File: src/rtl/riscv_pkg.sv
// Shared RV32I decode definitions: opcodes, ImmSrc encodings,
// the main control bundle and the decode-controller state.
package riscv_pkg;

    localparam logic [6:0] OP_LOAD   = 7'b0000011;
    localparam logic [6:0] OP_IMM    = 7'b0010011;
    localparam logic [6:0] OP_JALR   = 7'b1100111;
    localparam logic [6:0] OP_STORE  = 7'b0100011;
    localparam logic [6:0] OP_LUI    = 7'b0110111;
    localparam logic [6:0] OP_AUIPC  = 7'b0010111;
    localparam logic [6:0] OP_BRANCH = 7'b1100011;
    localparam logic [6:0] OP_JAL    = 7'b1101111;
    localparam logic [6:0] OP_R      = 7'b0110011;

    localparam logic [1:0] IMM_I  = 2'b00;
    localparam logic [1:0] IMM_SU = 2'b01;
    localparam logic [1:0] IMM_B  = 2'b10;
    localparam logic [1:0] IMM_J  = 2'b11;

    typedef struct packed {
        logic reg_write;
        logic mem_read;
        logic mem_write;
        logic alu_src;
        logic branch;
        logic jump;
    } ctrl_t;

    localparam ctrl_t CTRL_NONE = '0;

    typedef enum logic {
        RUN  = 1'b0,
        TRAP = 1'b1
    } state_t;

endpackage

File: src/rtl/riscv_main_dec.sv
// Main opcode decoder: ImmSrc, control bundle, source-register
// usage per instruction format, and the illegal-opcode flag.
module riscv_main_dec
    import riscv_pkg::*;
(
    input  logic [6:0] opcode,
    output logic [1:0] imm_src,
    output ctrl_t      ctrl,
    output logic       rs1_used,
    output logic       rs2_used,
    output logic       illegal
);

    always_comb begin
        imm_src  = IMM_I;
        ctrl     = CTRL_NONE;
        rs1_used = 1'b0;
        rs2_used = 1'b0;
        illegal  = 1'b0;
        unique case (1'b1)
            (opcode == OP_LOAD): begin
                ctrl.reg_write = 1'b1;
                ctrl.mem_read  = 1'b1;
                ctrl.alu_src   = 1'b1;
                rs1_used       = 1'b1;
            end
            (opcode == OP_IMM): begin
                ctrl.reg_write = 1'b1;
                ctrl.alu_src   = 1'b1;
                rs1_used       = 1'b1;
            end
            (opcode == OP_JALR): begin
                ctrl.reg_write = 1'b1;
                ctrl.jump      = 1'b1;
                ctrl.alu_src   = 1'b1;
                rs1_used       = 1'b1;
            end
            (opcode == OP_STORE): begin
                imm_src        = IMM_SU;
                ctrl.mem_write = 1'b1;
                ctrl.alu_src   = 1'b1;
                rs1_used       = 1'b1;
                rs2_used       = 1'b1;
            end
            // U-type shares the S encoding; instr[4] selects the U layout
            (opcode == OP_LUI || opcode == OP_AUIPC): begin
                imm_src        = IMM_SU;
                ctrl.reg_write = 1'b1;
                ctrl.alu_src   = 1'b1;
            end
            (opcode == OP_BRANCH): begin
                imm_src     = IMM_B;
                ctrl.branch = 1'b1;
                rs1_used    = 1'b1;
                rs2_used    = 1'b1;
            end
            (opcode == OP_JAL): begin
                imm_src        = IMM_J;
                ctrl.reg_write = 1'b1;
                ctrl.jump      = 1'b1;
            end
            (opcode == OP_R): begin
                ctrl.reg_write = 1'b1;
                rs1_used       = 1'b1;
                rs2_used       = 1'b1;
            end
            default: begin
                illegal = 1'b1;
            end
        endcase
    end

endmodule

File: src/rtl/riscv_id_ctrl.sv
// Decode-stage controller: IF/ID handshake, load-use and
// back-pressure stalls, flush, illegal-opcode trap, ID/EX register.
module riscv_id_ctrl
    import riscv_pkg::*;
#(
    parameter int RF_ADDR_W    = 5,
    parameter bit ILLEGAL_HOLD = 1'b1
) (
    input  logic                 clk,
    input  logic                 rst_n,
    input  logic                 id_valid,
    input  logic [31:0]          id_instr,
    output logic                 id_ready,
    input  logic                 flush,
    input  logic                 ex_ready,
    output logic [1:0]           imm_src_d,
    output logic                 instr_4_d,
    output logic                 ex_valid,
    output logic [1:0]           ex_imm_src,
    output logic                 ex_reg_write,
    output logic                 ex_mem_read,
    output logic                 ex_mem_write,
    output logic                 ex_alu_src,
    output logic                 ex_branch,
    output logic                 ex_jump,
    output logic [RF_ADDR_W-1:0] ex_rd,
    output logic [RF_ADDR_W-1:0] ex_rs1,
    output logic [RF_ADDR_W-1:0] ex_rs2,
    output logic                 ex_illegal,
    output logic                 trap
);

    state_t                 state;
    state_t                 state_nx;
    ctrl_t                  ctrl_d;
    ctrl_t                  ex_ctrl;
    logic                   rs1_used;
    logic                   rs2_used;
    logic                   illegal_d;
    logic [RF_ADDR_W-1:0]   rd_d;
    logic [RF_ADDR_W-1:0]   rs1_d;
    logic [RF_ADDR_W-1:0]   rs2_d;
    logic                   hz;
    logic                   adv;
    logic                   take;
    logic                   unused_bits;

    riscv_main_dec u_dec (
        .opcode   (id_instr[6:0]),
        .imm_src  (imm_src_d),
        .ctrl     (ctrl_d),
        .rs1_used (rs1_used),
        .rs2_used (rs2_used),
        .illegal  (illegal_d)
    );

    assign instr_4_d   = id_instr[4];
    assign rd_d        = RF_ADDR_W'(id_instr[11:7]);
    assign rs1_d       = RF_ADDR_W'(id_instr[19:15]);
    assign rs2_d       = RF_ADDR_W'(id_instr[24:20]);
    assign unused_bits = ^{id_instr[31:25], id_instr[14:12]};

    assign hz = id_valid & ex_valid & ex_ctrl.mem_read
              & (ex_rd != '0)
              & ((rs1_used & (ex_rd == rs1_d))
               | (rs2_used & (ex_rd == rs2_d)));

    assign adv      = !ex_valid | ex_ready;
    assign id_ready = adv & !hz & (state == RUN) & !flush;
    assign take     = id_valid & id_ready;
    assign trap     = (state == TRAP);

    always_ff @(posedge clk or negedge rst_n) begin
        if (!rst_n) state <= RUN;
        else        state <= state_nx;
    end

    always_comb begin
        state_nx = state;
        if (flush)
            state_nx = RUN;
        else if (take && illegal_d && ILLEGAL_HOLD)
            state_nx = TRAP;
    end

    // A bubble clears mem_read so the same hazard cannot fire twice
    always_ff @(posedge clk or negedge rst_n) begin
        if (!rst_n) begin
            ex_valid   <= 1'b0;
            ex_imm_src <= IMM_I;
            ex_ctrl    <= CTRL_NONE;
            ex_rd      <= '0;
            ex_rs1     <= '0;
            ex_rs2     <= '0;
            ex_illegal <= 1'b0;
        end else if (flush) begin
            ex_valid <= 1'b0;
        end else if (adv && hz) begin
            ex_valid         <= 1'b0;
            ex_ctrl.mem_read <= 1'b0;
        end else if (take) begin
            ex_valid   <= !(illegal_d && !ILLEGAL_HOLD);
            ex_imm_src <= imm_src_d;
            ex_ctrl    <= ctrl_d;
            ex_rd      <= rd_d;
            ex_rs1     <= rs1_d;
            ex_rs2     <= rs2_d;
            ex_illegal <= illegal_d;
        end else if (adv) begin
            ex_valid <= 1'b0;
        end
    end

    assign ex_reg_write = ex_ctrl.reg_write;
    assign ex_mem_read  = ex_ctrl.mem_read;
    assign ex_mem_write = ex_ctrl.mem_write;
    assign ex_alu_src   = ex_ctrl.alu_src;
    assign ex_branch    = ex_ctrl.branch;
    assign ex_jump      = ex_ctrl.jump;

endmodule

File: config.mk
export PLATFORM = sky130hd
export DESIGN_NAME = riscv_id_ctrl
export DESIGN_NICKNAME = d
export VERILOG_FILES = /design/src/rtl/riscv_pkg.sv /design/src/rtl/riscv_main_dec.sv /design/src/rtl/riscv_id_ctrl.sv
export SDC_FILE = /design/constraint.sdc
export NUM_CORES = 1
export LEC_CHECK = 0
export BUFFER_PORTS_ARGS = -buffer_cell sky130_fd_sc_hd__buf_2
export CORE_MARGIN = 2
export CORE_UTILIZATION = 47
export DETAILED_ROUTE_END_ITERATION = 8
export PLACE_DENSITY = 0.89
export SLEW_MARGIN = 20
export SYNTH_ARGS = -nofsm -noshare
export SYNTH_HDL_FRONTEND = slang
export SYNTH_SLANG_ARGS = --single-unit
File: constraint.sdc
create_clock -name clk -period 2.2 [get_ports clk]
set_input_delay 0.22 -clock clk [delete_from_list [all_inputs] [get_ports clk]]
set_output_delay 0.22 -clock clk [all_outputs]
set_load 0.02 [all_outputs]
* Yosys cells after proc, flatten, opt, wreduce, memory -nomap -nowiden
Index checks and enable logic that the tools add are counted.
** Word-level totals
- Register bits after elaboration :: 26
- Output and inout port bits :: 30
** Operators by class
- Equal/unequal tests :: 11
- Multiplexer cells :: 18
- Bitwise gates (word level) :: 15
- Reductions and logical operators :: 19
** Operators with widths (number)
- == test 7 x 6 -> 1 bit, second input constant :: 3
- == test 7 bit, second input constant :: 3
- two-way mux 1 bit :: 16
- == test 7 x 5 -> 1 bit, second input constant :: 2
- OR reduction 6 bit :: 2
- bitwise AND 1 bit :: 10
- == test 5 bit :: 2
- OR reduction 8 bit :: 1
- == test 7 x 2 -> 1 bit, second input constant :: 1
- case mux 2 bit (3 select lines) :: 1
- two-way mux 5 bit :: 1
- nonzero test 5 bit :: 1
- OR reduction 5 bit :: 1
- nonzero test 2 bit :: 2
- nonzero test 4 bit :: 1
- OR reduction 2 bit :: 2
- logical NOT 1 bit :: 3
- inverter 1 bit :: 3
- AND reduction 3 bit :: 1
- OR reduction 3 bit :: 1
- logical AND 1 bit :: 2
- OR 1 bit :: 2
- AND reduction 2 bit :: 1
- logical OR 1 bit :: 1

* Logic depth before layout (Yosys ltp)
- Depth after elaboration :: 14
- Gate-level depth with buffers :: 8
- Mapped depth without buffers :: 5

* Cells and area by module
A second synthesis with hierarchy kept.
** Second synthesis, totals
- Cell total of the unflattened synthesis :: 117
- Area, all modules :: 1482.7 um^2
** By module, submodules not included
- riscv_id_ctrl :: times used 1, cells an instance 81, area an instance 1233.7 um^2
- riscv_main_dec :: times used 1, cells an instance 36, area an instance 249.0 um^2

* Worst setup path after synthesis
No wires, ideal clock.
- Path type :: register to output
- From :: reg ex_rd[1]
- To :: out id_ready
- Arrival time :: 2.037 ns
- Setup slack :: -0.057 ns
- Cell stages (with the launch flop) :: 5
- Buffers on the path :: 0
- Path through :: dfrtp_1 -> or4_1 -> o211ai_1 -> nor2_1 -> nor4b_1
** On the way
- Word-level cells in the longest chain between the ends :: 8
** Ends and longest elaborated chain
- from (decl) :: line riscv_id_ctrl.sv:26 : output logic [RF_ADDR_W-1:0] ex_rd,
- from (signal assigned) :: line riscv_id_ctrl.sv:105 : ex_rd <= rd_d;
- == test 5 bit, on equally long branches :: line riscv_id_ctrl.sv:65, riscv_id_ctrl.sv:66
- bitwise AND 1 bit, on equally long branches :: line riscv_id_ctrl.sv:65, riscv_id_ctrl.sv:66
- OR 1 bit :: line riscv_id_ctrl.sv:66 : | (rs2_used & (ex_rd == rs2_d)));
- bitwise AND 1 bit * :: line riscv_id_ctrl.sv:65 : & ((rs1_used & (ex_rd == rs1_d))
- logical NOT 1 bit * :: line riscv_id_ctrl.sv:69 : assign id_ready = adv & !hz & (state == RUN) & !flush;
- bitwise AND 1 bit * (3 in a row) :: line riscv_id_ctrl.sv:69
- to (decl) :: line riscv_id_ctrl.sv:13 : output logic id_ready,
Every way passes the cells marked *; elsewhere a longest branch is shown, timed or not.

* Worst setup path in the final report
- From :: reg ex_rd[2]
- To :: out id_ready
Same word-level chain as after synthesis.

==> summary.txt <==
Critical path
  • CP endpoint kind: primary output
  • Slowest stage delay, CP: 500 ps
  • Worst Path Arrival: 2000 ps
  • Crit Path Max Fanout: 4
  • CP delay by family, top: simple AND/OR/NAND/NOR gates
  • WS Path Type: flip-flop to primary output
  • CP startpoint kind: flip-flop
  • Slowest stage cell, crit path: or4_1
  • CP Cell Sequence: or4_1 -> o211ai_1 -> nor2_2 -> nor4b_2 -> buf_4
  • CP bufs+invs: 1
  • Critical Path RT: 1980 ps
  • Reg-to-reg setup timing slack: 150 ps

Clock tree
  • Number of buffers created by CTS: 3
  • H-Tree Depth: 1
  • Clock tree sinks: 26
  • Clock buffer depth: 2
  • CTS tree: yes
  • Clock Pin Slew Worst Setup and Hold Paths: 140 ps
  • CTS Root Cell: clkbuf_4
  • Skew-Pair Late Insertion Delay: 330 ps

Synthesis
  • Avg Cell Area, Syn: 13.0 um2
  • Synth Area in Simple Gates: 0.115
  • Post-Syn Area: 0.00150 mm2
  • Fraction of synthesized area in multiplexers: 0.227
  • Compound-gate portion of the synthesized area: 0.0911
  • Top cell type's share of synthesized area: 0.435
  • Seq/Total Area, Yosys: 0.435
  • Post-synthesis adder-cell area fraction: 0
  • Ys Warns: 0
  • Largest family of logic cells by synthesized area: multiplexers
  • Yosys reg bits: 26
  • Synth Area in XOR/XNOR: 0.0644
  • Library cells used by synthesis: 35
  • Top cells by area, synth: dfrtp_1 (43%), mux2_4 (19%), xor2_1 (6.4%)
  • Syn Inst Count: 115
  • Syn nets: 152
  • Area leader, netlist: dfrtp_1

Floorplan
  • Chip height: 60.4 um
  • Core Area: 0.00305 mm2
  • Io pins: 67
  • Die Footprint: 0.00365 mm2
  • Die width: 60.4 um
  • Initial core utilization: 0.490
  • Row count: 20

Route
  • Drt pass-1 iters: 4
  • Routed wire length per instance: 13.6 um
  • # DRC: 0
  • Vias per cell: 5.10
  • 1st-iter DRT viols: 61
  • Post-Route WL: 3.00 mm
  • ANT nets after route: 0
  • Via count: 1,123

Outcome
  • Failing checks: setup timing
  • Status: finished, violations left

STA
  • RSZ-0062 raised after global routing: true
  • Endpoints failing hold: 0
  • Final period utilization: 1.01
  • Worst setup margin: -17.2 ps
  • Setup violators final: 1
  • Fin Clk Skew: 7.21 ps
  • Tmin final: 2220 ps
  • FMAX: 451 MHz
  • Least-Margin Pin Slew: 566 ps
  • Relative slew slack: 0.623
  • Final slew viol count: 0
  • Worst Hold Margin: 109 ps

Finish
  • Finished Cell Area: 0.00188 mm2
  • Synth-to-layout area growth: 25.8%
  • Antenna diodes: 0
  • Nets: 214
  • Layout Cells excl Fill: 220
  • Final Core Density: 0.617
  • Share of layout cells above drive strength 1: 0.545
  • Fill cell count: 258

Power
  • Static Leak: 0.926 nW
  • Pwr dens: 773 mW/mm2
  • Worst vdd ir: 0.275 mV

Place
  • Placed instance count: 212
  • IO Port Bufs: 56
  • Cell Area, Placed: 0.00179 mm2
  • Hpwl dp: 2.32 mm
  • Routability Congestion: 0.921
  • Pre-CTS setup slack: 142 ps

Global route
  • Largest net degree at the start of global routing: 27
  • Antenna violations before repair: 0
  • First-pass GRT wire length: 4.86 mm
  • GRT Residual Overflow: 0
  • GRT Resource Usage Total: 0.180
  • Number of global-route vias before repair: 1,122

Hold path
  • Min-Delay Path Class: input port to flip-flop

Flow run
  • Max Cap Viol: 0
-- per-layer routing --
layer | GRT usage | wire length (um)
met1 | 0.230 | 1260
met2 | 0.301 | 1530
met4 | 0.0839 | 64
met3 | 0.0277 | 142
met5 | 0 | 0
-- placed cells by master, fill, tap and decap left out, types with 2 or more instances in the layout --
master	count
buf_2	55
xor2_1	11
a21oi_1	3
nor3_1	4
nand3b_1	2
o21ai_0	2
nand3_1	2
clkbuf_4	3
nor4_1	2
mux2_4	19
nand2_1	3
inv_1	3
buf_4	7
nor2_1	6
mux2_2	4
dfrtp_1	25
nand2b_1	2
-- Yosys cell counts --
master / count
nor2_1: 7
nand4_1: 1
or3_1: 1
o21ba_1: 1
mux2_2: 4
nor3_1: 4
a22oi_2: 1
or4_1: 1
nand3_1: 2
mux2i_1: 1
nand4bb_4: 1
nand2b_1: 2
a21oi_1: 3
a221o_1: 1
dfrtp_1: 26
inv_1: 3
nand2_1: 3
a31oi_1: 1
nor4_1: 2
nand3b_1: 2
o22ai_1: 1
buf_12: 2
mux2_4: 19
a211oi_1: 1
buf_6: 3
o21ai_0: 2
xor2_1: 11
a21o_1: 1
nor4b_1: 1
and3b_1: 1
buf_4: 2
o21bai_1: 1
o211ai_1: 1
o2bb2ai_1: 1
a2111oi_4: 1
-- what timing repair did --
item / in CTS / in global routing
hold endpoints to repair: 26 / 0
setup endpoints to repair: 1 / 1
pin swaps: 0 / 0
buffers inserted: 3 / 0
hold buffers: 1 / 0
gates resized for setup: 1 / 2
-- area by class of cell --
class	instances	area [um2]	share of cell area
Clock buffer	3	22.5	0.0120
Clock inverter	1	30.0	0.0159
Inverter	3	11.3	0.00598
Multi-Input combinational cell	79	754	0.401
Sequential cell	26	652	0.346
Tap cell	44	55.1	0.0292
Timing Repair Buffer	64	358	0.190
-- sequential cells by signal, summed over array words and instances, names as in the netlist, 2 cells and up --
name        cells
ex_rs2          5
ex_rd           5
ex_imm_src      2
ex_rs1          5
-- final timing paths --
path,startpoint,end,cells after the start
max,ex_rd[2],id_ready,5
min,id_instr[10],ex_rd[3],2
max reg2reg,ex_rd[2],ex_imm_src[1],5
min reg2reg,ex_imm_src[1],ex_imm_src[1],1
max in group asynchronous,rst_n,ex_rd[3],2
min in group asynchronous,rst_n,ex_valid,2
-- cells by family (layout without fill, tap and decap cells) --
family                 after synthesis  after routing
buffers and inverters               10             71
flip-flops                          26             26
multiplexers                        24             24
AO/OA/AOI/OAI                       16             16
AND/OR/NAND/NOR                     28             28
XOR/XNOR                            11             11
-- per-stage QoR --
| stage | power, mW | TNS (ps) |
|---|---|---|
| after detailed placement | 1.12 | 0 |
| after CTS | 1.47 | -44.4 |
| after global routing | 1.53 | -137 |
| final | 1.45 | -17.2 |
| after floorplan | 0.960 | 0 |
| after global placement | 1.10 | 0 |
-- power by group --
part,internal (mW),total [mW],switching (mW)
clock,0.185,0.327,0.143
combinational,0.245,0.506,0.261
sequential,0.558,0.621,0.0632
Note: power is estimated with default switching activity, not from simulation.
